$ cat config.mk
export PLATFORM = sky130hd
export DESIGN_NAME = store_rmw_unit
export DESIGN_NICKNAME = d
export VERILOG_FILES = /design/src/rtl/store_pkg.sv /design/src/rtl/store_lane_merge.sv /design/src/rtl/store_rmw_unit.sv
export SDC_FILE = /design/constraint.sdc
export NUM_CORES = 1
export LEC_CHECK = 0
export CAP_MARGIN = 30
export CORE_ASPECT_RATIO = 0.9
export CORE_UTILIZATION = 47
export DETAILED_ROUTE_END_ITERATION = 10
export PLACE_DENSITY = 0.8
export SETUP_SLACK_MARGIN = 0.02
export SLEW_MARGIN = 20
export SYNTH_ARGS = -nofsm -noshare
export SYNTH_HDL_FRONTEND = slang
export SYNTH_SLANG_ARGS = --single-unit
$ cat constraint.sdc
create_clock -name clock -period 4.1 [get_ports clock]
set_input_delay 0.82 -clock clock [delete_from_list [all_inputs] [get_ports clock]]
set_output_delay 0.82 -clock clock [all_outputs]
set_load 0.05 [all_outputs]
$ cat src/rtl/store_pkg.sv
// Shared types for the store read-modify-write path: store sizes and sequencer states.
package store_pkg;

  typedef enum logic [1:0] {
    SZ_WORD = 2'b00,
    SZ_HALF = 2'b01,
    SZ_BYTE = 2'b10,
    SZ_RSVD = 2'b11
  } store_size_t;

  typedef enum logic [1:0] {
    IDLE  = 2'b00,
    READ  = 2'b01,
    WRITE = 2'b10,
    DONE  = 2'b11
  } store_state_t;

  localparam int CNT_W = 4;

endpackage

$ cat src/rtl/store_lane_merge.sv
// Big-endian lane merge: inserts a byte/halfword/word of store data into a read word.
module store_lane_merge
  import store_pkg::*;
(
  input  logic [31:0] rdata,
  input  logic [31:0] wdata,
  input  store_size_t size,
  input  logic [1:0]  offset,
  output logic [31:0] merged
);

  // Byte offset 0 is the most significant lane.
  always_comb begin
    merged = rdata;
    case (size)
      SZ_WORD: merged = wdata;
      SZ_HALF: begin
        if (offset[1] == 1'b0) begin
          merged = {wdata[15:0], rdata[15:0]};
        end else begin
          merged = {rdata[31:16], wdata[15:0]};
        end
      end
      SZ_BYTE: begin
        case (offset)
          2'd0:    merged = {wdata[7:0], rdata[23:0]};
          2'd1:    merged = {rdata[31:24], wdata[7:0], rdata[15:0]};
          2'd2:    merged = {rdata[31:16], wdata[7:0], rdata[7:0]};
          2'd3:    merged = {rdata[31:8], wdata[7:0]};
          default: merged = rdata;
        endcase
      end
      default: merged = rdata;
    endcase
  end

endmodule

$ cat src/rtl/store_rmw_unit.sv
// Store sequencer: word stores write directly, half/byte stores read, merge and write back.
module store_rmw_unit
  import store_pkg::*;
#(
  parameter int READ_WAIT = 2
) (
  input  logic        clock,
  input  logic        reset,
  input  logic        start,
  input  logic [1:0]  size,
  input  logic [31:0] addr,
  input  logic [31:0] wdata,
  input  logic [31:0] mem_rdata,
  output logic [31:0] mem_addr,
  output logic        mem_wr,
  output logic [31:0] mem_wdata,
  output logic        busy,
  output logic        done,
  output logic        misaligned
);

  localparam logic [CNT_W-1:0] LAST_CNT = CNT_W'(READ_WAIT - 1);

  store_state_t     state_r, next_state_s;
  store_size_t      size_in_s, size_q;
  logic [CNT_W-1:0] cnt_r;
  logic [31:0]      addr_q, wdata_q, merged_q, merged_s;
  logic             misalign_s, misalign_q;

  assign size_in_s = store_size_t'(size);

  store_lane_merge u_merge (
    .rdata  (mem_rdata),
    .wdata  (wdata_q),
    .size   (size_q),
    .offset (addr_q[1:0]),
    .merged (merged_s)
  );

  // Alignment check on the incoming request.
  always_comb begin
    misalign_s = 1'b0;
    case (size_in_s)
      SZ_WORD: misalign_s = (addr[1:0] != 2'b00);
      SZ_HALF: misalign_s = addr[0];
      SZ_BYTE: misalign_s = 1'b0;
      default: misalign_s = 1'b1;
    endcase
  end

  // State register.
  always_ff @(posedge clock or posedge reset) begin
    if (reset) begin
      state_r <= IDLE;
    end else begin
      state_r <= next_state_s;
    end
  end

  // Next-state decode.
  always_comb begin
    next_state_s = state_r;
    case (state_r)
      IDLE: begin
        if (!start) begin
          next_state_s = IDLE;
        end else if (misalign_s) begin
          next_state_s = DONE;
        end else if (size_in_s == SZ_WORD) begin
          next_state_s = WRITE;
        end else begin
          next_state_s = READ;
        end
      end
      READ: begin
        if (cnt_r == LAST_CNT) begin
          next_state_s = WRITE;
        end else begin
          next_state_s = READ;
        end
      end
      WRITE:   next_state_s = DONE;
      DONE:    next_state_s = IDLE;
      default: next_state_s = IDLE;
    endcase
  end

  // Request latches, read-wait counter and merged write word.
  always_ff @(posedge clock or posedge reset) begin
    if (reset) begin
      addr_q     <= 32'h0000_0000;
      wdata_q    <= 32'h0000_0000;
      size_q     <= SZ_WORD;
      merged_q   <= 32'h0000_0000;
      misalign_q <= 1'b0;
      cnt_r      <= '0;
    end else begin
      case (state_r)
        IDLE: begin
          cnt_r <= '0;
          if (start) begin
            addr_q     <= addr;
            wdata_q    <= wdata;
            size_q     <= size_in_s;
            merged_q   <= wdata;
            misalign_q <= misalign_s;
          end
        end
        READ: begin
          cnt_r <= cnt_r + 4'd1;
          if (cnt_r == LAST_CNT) begin
            merged_q <= merged_s;
          end
        end
        default: cnt_r <= '0;
      endcase
    end
  end

  // Output decode from state and latched registers only.
  always_comb begin
    mem_addr   = 32'h0000_0000;
    mem_wr     = 1'b0;
    mem_wdata  = 32'h0000_0000;
    busy       = 1'b0;
    done       = 1'b0;
    misaligned = 1'b0;
    case (state_r)
      IDLE: busy = 1'b0;
      READ: begin
        busy     = 1'b1;
        mem_addr = {addr_q[31:2], 2'b00};
      end
      WRITE: begin
        busy      = 1'b1;
        mem_addr  = {addr_q[31:2], 2'b00};
        mem_wr    = 1'b1;
        mem_wdata = merged_q;
      end
      DONE: begin
        busy       = 1'b1;
        mem_addr   = {addr_q[31:2], 2'b00};
        done       = 1'b1;
        misaligned = misalign_q;
      end
      default: busy = 1'b0;
    endcase
  end

endmodule
; Yosys cells after proc, flatten, opt, wreduce, memory -nomap -nowiden
; Index checks and enable logic that the tools add are counted.
[totals]
register_bits = 105
output_inout_bits = 68
n_memories = 0
ram_bits = 0
mem_bits_ro = 0
elab_cells = 49
latch_bits = 0
in_bits = 101
[op_classes]
reduce_logical = 9
add_sub_neg = 1
n_div = 0
n_eq_ne = 13
n_mul = 0
bitwise_logic = 0
n_mux = 19
order_cmp = 0
n_shift = 0
[op_table]
columns = cell, n
row1 = 2-to-1 mux 32 bit, 5
row2 = case mux 32 bit (4 select lines), 1
row3 = case mux 32 bit (3 select lines), 1
row4 = case mux 32 bit (2 select lines), 1
row5 = "== test 2 bit, second input constant", 6
row6 = "== test 2 x 1 -> 1 bit, second input constant", 4
row7 = zero test 2 bit, 4
row8 = 2-to-1 mux 2 bit, 4
row9 = case mux 2 bit (4 select lines), 1
row10 = "adder 4 x 1 -> 4 bit, second input constant", 1
row11 = "== test 4 x 1 -> 1 bit, second input constant", 1
row12 = 2-to-1 mux 4 bit, 1
row13 = "!= test 2 bit, second input constant", 2
row14 = nonzero test 2 bit, 2
row15 = 2-to-1 mux 1 bit, 3
row16 = case mux 1 bit (3 select lines), 1
row17 = AND reduction 3 bit, 1
row18 = OR reduction 3 bit, 1
row19 = case mux 1 bit (2 select lines), 1
row20 = AND reduction 2 bit, 1

; Logic depth before layout (Yosys ltp)
; Gate-level depths: netlist of run 1.
[logic_depth]
word_depth = 5
ltp_mapped = 7
ltp_nobuf = 6

; Cells and area by module
; A second synthesis of run 1 with hierarchy kept.
[hier_totals]
cells_unflattened = 613
area_unflattened_um2 = 5595.4
[modules_own_cells]
columns = mod, n_inst, area_per_inst_um2, seq_area_each_um2, cells_each
row1 = store_rmw_unit, 1, 4727.0, 2627.5, 498
row2 = store_lane_merge, 1, 868.3, 0.0, 115

; Least setup slack after synthesis of run 1
; No wires, ideal clock.
[synth_timing]
path_type = register to output
startpoint = register state_r[0]
endpoint = output port mem_wdata[22]
n_path_buf = 1
required_ns = 3.280
setup_slack_ns = 1.476
stages_incl_launch_ff = 5
arrival_ns = 1.804
path_cell_list = dfrtp_1 > nand2b_1 > inv_1 > clkbuf_1 > and2_1
[synth_between]
elab_chain_len = 2
[synth_lines]
columns = item, line_no
row1 = "start, declared", store_rmw_unit.sv:24  ; store_state_t state_r, next_state_s;
row2 = "start signal, assigned", store_rmw_unit.sv:56  ; state_r <= next_state_s;
row3 = == test 2 bit, store_rmw_unit.sv:128  ; case (state_r)
row4 = 2-to-1 mux 32 bit, store_rmw_unit.sv:128
row5 = "end, declared", store_rmw_unit.sv:16  ; output logic [31:0] mem_wdata,
; No other way between the ends.

; Final worst setup path of run 1
[layout_timing]
startpoint = register state_r[0]
endpoint = output port mem_wdata[5]
; The elaborated chain is that of the path after synthesis.

==> results.sh, run 1 <==
export IMPL_netlist_area_mm2=0.005492
export IMPL_cp_slowest_stage_delay_ps=790
export IMPL_setup_slack_ps=741.3
export IMPL_dieArea_mm2=0.01212
export IMPL_grt_pass1_wl_um=25240
export IMPL_fmax_mhz=297.7
export IMPL_grt_max_degree=71
export IMPL_cts_sinks=105
export IMPL_antenna_found_initial=0
export IMPL_drc=0
export IMPL_first_iter_violations=317
export IMPL_synth_flop_cell="dfrtp_1"
export IMPL_p_per_area_mw_per_mm2=840.7
export IMPL_clk_pin_slew_ps=70
export IMPL_cts_setup_buffers=0
export IMPL_status="complete, no violations"
export IMPL_cts_inserted_buffers=9
export IMPL_chipHeight_um=104.5
export IMPL_rsz0062_at_grt="false"
export IMPL_dp_cells=890
export IMPL_syn_avg_cell_area_um2=9.107
export IMPL_critical_path_buf_inv_count=3
export IMPL_first_pass_iters=5
export IMPL_nNetsFinal=849
export IMPL_gp_congestion=0.8128
export IMPL_groute_usage_overall=0.2674
export IMPL_vias=4977
export IMPL_cts_tree="done"
export IMPL_dp_worst_setup_slack_ps=1106
export IMPL_cts_max_level=3
export IMPL_vias_per_cell=5.487
export IMPL_ant_nets=0
export IMPL_post_route_period_util=0.8192
export IMPL_relSlewSlack=0.3742
export IMPL_syn2layout_area_growth_pct=37.80
export IMPL_synth_seq_area_share=0.4785
export IMPL_power_leakage_uw=0.003461
export IMPL_start_util=0.4822
export IMPL_cts_root_buf="clkbuf_16"
export IMPL_crit_required_ps=3280
export IMPL_instances_no_fill=907
export IMPL_slew_viol_final=0
export IMPL_tns_ps=0
export IMPL_wl_per_cell_um=17.23
export IMPL_max_cap_violations=0
export IMPL_startpoint_type="flip-flop"
export IMPL_hold_path_class="reg2reg"
export IMPL_cts_buffer_depth=2
export IMPL_fin_crit_ps=3359
export IMPL_crit_family="buffers and inverters"
export IMPL_fin_skew_ps=14.55
export IMPL_core_area_mm2=0.01139
export IMPL_num_rows=37
export IMPL_synth_edf_count=0
export IMPL_path_cells="nand2b_1 -> inv_1 -> buf_4 -> and2_1 -> clkdlybuf4s50_1"
export IMPL_synth_distinct_cells=44
export IMPL_slowest_stage="clkdlybuf4s50_1"
export IMPL_path_class="reg2out"
export IMPL_hold_buffers=0
export IMPL_dp_hpwl_um=10730
export IMPL_ctsResizeCount=0
export IMPL_port_buffers=166
export IMPL_ios=169
export IMPL_nFillCells=955
export IMPL_vdd_ir_drop_max_v=0.0005579
export IMPL_endpoint_kind="output pin"
export IMPL_die_x_um=115.9
export IMPL_synthArstFlopShare=1.000
export IMPL_yosys_warnings=0
export IMPL_worst_pin_slew_ps=938.7
export IMPL_clk_latency_ps=350
export IMPL_cp_max_fo=23
export IMPL_hold_viol_final=0
export IMPL_grt_overflow=0
export IMPL_drt_total_wl_um=15630
export IMPL_grt_pass1_vias=4966
export IMPL_n_antenna_cell=0
export IMPL_worstPathArrival_ps=2540
export IMPL_synth_cells=603
export IMPL_synth_seq_cells=105
export IMPL_setup_violations=0
export IMPL_drive_above_1_share=0.04794
==> worst register-to-register path, stage by stage (launching register included) <==
cell      delay, ps
dfrtp_1         470
nand2b_1        620
o21ai_1         620
buf_4           280
o21ai_0         100
o21ai_1         140
==> sequential cells by signal, summed over array words and instances (netlist names) <==
| register | cells |
|---|---|
| addr_q | 32 |
| cnt_r | 4 |
| merged_q | 32 |
| misalign_q | 1 |
| size_q | 2 |
| state_r | 2 |
| wdata_q | 32 |
==> where the power goes <==
part	internal, uW	total [uW]	leakage [uW]	switching (uW)
combinational	1350	3540	0.00201	2190
sequential	1530	1920	0.00130	391
clock	499	904	0.000154	406
==> layout make-up <==
type                            count  area (um2)  area share
Timing Repair Buffer              177        1774      0.2345
Multi-Input combinational cell    443        2618      0.3459
Tap cell                          156       195.2     0.02579
Clock buffer                       10       239.0     0.03158
Sequential cell                   105        2628      0.3472
Inverter                           10       40.04    0.005291
Clock inverter                      6       73.82    0.009755
==> per-stage QoR <==
step / hold slack (ps) / utilization / instance area [um2] / power [uW]
4_1_cts: 472.7 / 0.6621 / 7540 / 6336
2_1_floorplan: 437.9 / - / 5495 / 4362
3_3_place_gp: 449.7 / 0.6335 / 7214 / 5302
6_report: 468.5 / 0.6645 / 7567 / 6362
3_5_place_dp: 454.6 / 0.6346 / 7227 / 5409
5_1_grt: 477.8 / 0.6645 / 7567 / 6749
==> final timing paths <==
kind	endpoint	from	slack (ps)	depth (start not counted)
worst min-delay path	addr_q[26]	addr_q[26]	470	2
worst max register to register	merged_q[8]	state_r[1]	1800	5
worst max-delay path	mem_wdata[5]	state_r[0]	740	5
max in group asynchronous	wdata_q[19]	reset	2430	3
min in group asynchronous	addr_q[3]	reset	950	2
worst min register to register	addr_q[26]	addr_q[26]	470	2
==> Yosys cell counts, drive strengths merged, types with 12 or more instances <==
cell,count,area (um2)
dfrtp,105,2628
nor2,14,57.55
a222oi,12,120.1
and2,49,306.5
o21ai,41,205.2
clkbuf,20,75.07
nand2,150,563.0
buf,26,150.2
a21o,18,135.1
a221o,24,240.2
nor2b,49,306.5
o211ai,12,90.09
mux2i,18,180.2
==> cells by family after synthesis <==
kind of cell             synth area share
XOR/XNOR                         0.003190
AND/OR/NAND/NOR                    0.2559
adder cells (fa/ha/maj)          0.004556
AO/OA/AOI/OAI                      0.1766
flip-flops                         0.4785
other                           0.0006829
buffers and inverters             0.04785
multiplexers                      0.03281
==> per-layer routing <==
layer	up-vias	track usage	share of wire	wire length [um]
li1	2344	-	-	-
met1	2360	0.3618	0.42	6538
met2	244	0.4052	0.46	7180
met3	29	0.07599	0.096	1505
met4	0	0.1026	0.026	405
met5	-	0	0	0
==> cell usage in the layout (no fill, tap or decap), drive strengths merged, types with 12 or more instances in the layout <==
cell type / count
inv: 12
a222oi: 12
o211ai: 12
a221o: 24
clkdlybuf4s50: 166
mux2i: 18
nor2: 14
o21ai: 41
dfrtp: 105
a21o: 18
and2: 49
nor2b: 49
nand2: 150
Power figures use the tool's default switching activity.
==> inputs of run 2 (changes only) <==
clock period = 3.2 ns   (was 4.1 ns; I/O delays follow)
==> run 2 against run 1 <==
Net effect: final area shrank 1.1%; die area unchanged; combinational power rose by 26%; highest routed layer unchanged; cell count unchanged; worst hold slack worse by 1.1 ps.
==> results.sh, run 2 (synthesis gave the netlist of run 1 again) <==
export IMPL_port_buffers=166
export IMPL_drc=0
export IMPL_cp_endpoint="mem_wdata[17]"
export IMPL_groute_usage_overall=0.2631
export IMPL_fin_area_mm2=0.007487
export IMPL_hold_path_class="reg2reg"
export IMPL_cts_max_level=3
export IMPL_cts_sinks=105
export IMPL_placed_area_mm2=0.007191
export IMPL_multi_input_area_mm2=0.002618
export IMPL_register_area_mm2=0.002628
export IMPL_swShare=0.4676
export IMPL_r2r_start="state_r[1]"
export IMPL_slew_viol_final=0
export IMPL_layout_common_cells="nand2_1 (150), clkdlybuf4s50_1 (139), dfrtp_1 (105)"
export IMPL_clkPwrFrac=0.138
export IMPL_rsz0062_at_grt="false"
export IMPL_cts_inserted_buffers=9
export IMPL_drive_above_1_share=0.08256
export IMPL_ios=169
export IMPL_tns_ps=0
export IMPL_status="complete, no violations"
export IMPL_post_route_period_util=0.9346
export IMPL_syn2layout_area_growth_pct=36.34
export IMPL_vias=5007
export IMPL_grt_pass1_wl_um=24460
export IMPL_holdPathStages=2
export IMPL_endpoint_kind="output pin"
export IMPL_reg2reg_to="merged_q[28]"
export IMPL_fmax_mhz=334.4
export IMPL_fin_skew_ps=5.183
export IMPL_num_rows=37
export IMPL_dieArea_mm2=0.01212
export IMPL_vdd_ir_drop_max_v=0.0007021
export IMPL_relSlewSlack=0.4144
export IMPL_power_switching_uw=3765
export IMPL_grt_pass1_vias=4863
export IMPL_fin_crit_ps=2991
export IMPL_worstPathArrival_ps=2350
export IMPL_reg_top3="addr_q: 32 flops, merged_q: 32 flops, wdata_q: 32 flops"
export IMPL_clk_pin_slew_ps=60
export IMPL_cp_max_fo=33
export IMPL_nFillCells=941
export IMPL_ctsResizeCount=0
export IMPL_cts_setup_buffers=0
export IMPL_grt_overflow=0
export IMPL_worst_pin_slew_ps=878.4
export IMPL_drt_total_wl_um=15500
export IMPL_grt_max_degree=62
export IMPL_startpoint_type="flip-flop"
export IMPL_internal_power_uw=4286
export IMPL_p_per_area_mw_per_mm2=1075
export IMPL_vias_per_cell=5.520
export IMPL_seq_power_share=0.306
export IMPL_hold_buffers=0
export IMPL_chipHeight_um=104.5
export IMPL_hold_viol_final=0
export IMPL_max_cap_violations=0
export IMPL_die_x_um=115.9
export IMPL_core_area_mm2=0.01139
export IMPL_cts_root_buf="clkbuf_16"
export IMPL_setup_violations=0
export IMPL_crit_required_ps=2560
export IMPL_path_class="reg2out"
export IMPL_first_pass_iters=7
export IMPL_n_antenna_cell=0
export IMPL_comb_power_share=0.556
export IMPL_antenna_found_initial=0
export IMPL_first_iter_violations=340
export IMPL_cts_buffer_depth=2
export IMPL_critPathLaunch="state_r[0]"
export IMPL_cts_tree="done"
export IMPL_dp_hpwl_um=10870
export IMPL_start_util=0.4822
export IMPL_wl_per_cell_um=17.09
export IMPL_clk_latency_ps=340
export IMPL_nNetsFinal=850
export IMPL_gp_congestion=0.8099
export IMPL_final_common_cell="nand2_1"
export IMPL_ant_nets=0
export IMPL_r2r_setup_slack_ps=890
export IMPL_power_leakage_uw=0.003505
export IMPL_r2r_cells=4
## run 2: cell types whose count changed in the layout (fill, tap and decap cells not counted), sizes merged
cell and delta:
buf +28, clkdlybuf4s50 -27, inv -3, clkbuf +2, clkinv -1, clkinvlp +1
## run 2: layer usage
layer	part of all wire	track usage	wire [um]	vias to the layer above
met5	0	0	0	-
met4	0.023	0.1090	354	0
met3	0.094	0.06206	1456	25
met2	0.46	0.4124	7191	243
met1	0.42	0.3487	6496	2397
li1	-	-	-	2342
## run 2: how the worst min path moves through the flow
stage           startpoint     endpoint  slack [ps]
2_1_floorplan   addr_q[10]   addr_q[10]         440
3_3_place_gp   wdata_q[19]  wdata_q[19]         450
3_5_place_dp     addr_q[5]    addr_q[5]         460
4_1_cts          addr_q[5]    addr_q[5]         470
5_1_grt          addr_q[5]    addr_q[5]         490
6_report         addr_q[5]    addr_q[5]         470
## run 2: cell type report
type,count,share of cell area
Tap cell,156,0.02607
Inverter,10,0.005515
Clock buffer,12,0.03426
Timing Repair Buffer,178,0.2283
Sequential cell,105,0.3509
Clock inverter,3,0.005348
Multi-Input combinational cell,443,0.3496
## run 2: critical path, cell delays in order (launching register included)
cell and delay, ps:
dfrtp_1 470, nand2b_1 230, inv_1 70, buf_4 270
and2_1 170, clkdlybuf4s50_1 800
## run 2: power groups by stage
stage	registers, uW	logic, uW	clock network [uW]
3_5_place_dp	2460	4470	0
6_report	2460	4470	1110
5_1_grt	2550	4810	1180
2_1_floorplan	2240	3350	0
4_1_cts	2450	4480	1130
3_3_place_gp	2430	4350	0
## run 2: metrics by stage
step	hold WS [ps]	total power [uW]	utilization	setup slack (ps)	cells
after floorplan	437.9	5590	-	756.3	604
after global routing	492.7	8539	0.6574	89.55	907
after detailed placement	457.2	6923	0.6314	564.0	892
after global placement	449.9	6784	0.6314	615.3	892
final	467.4	8051	0.6574	209.2	907
after CTS	472.9	8058	0.6574	181.6	907
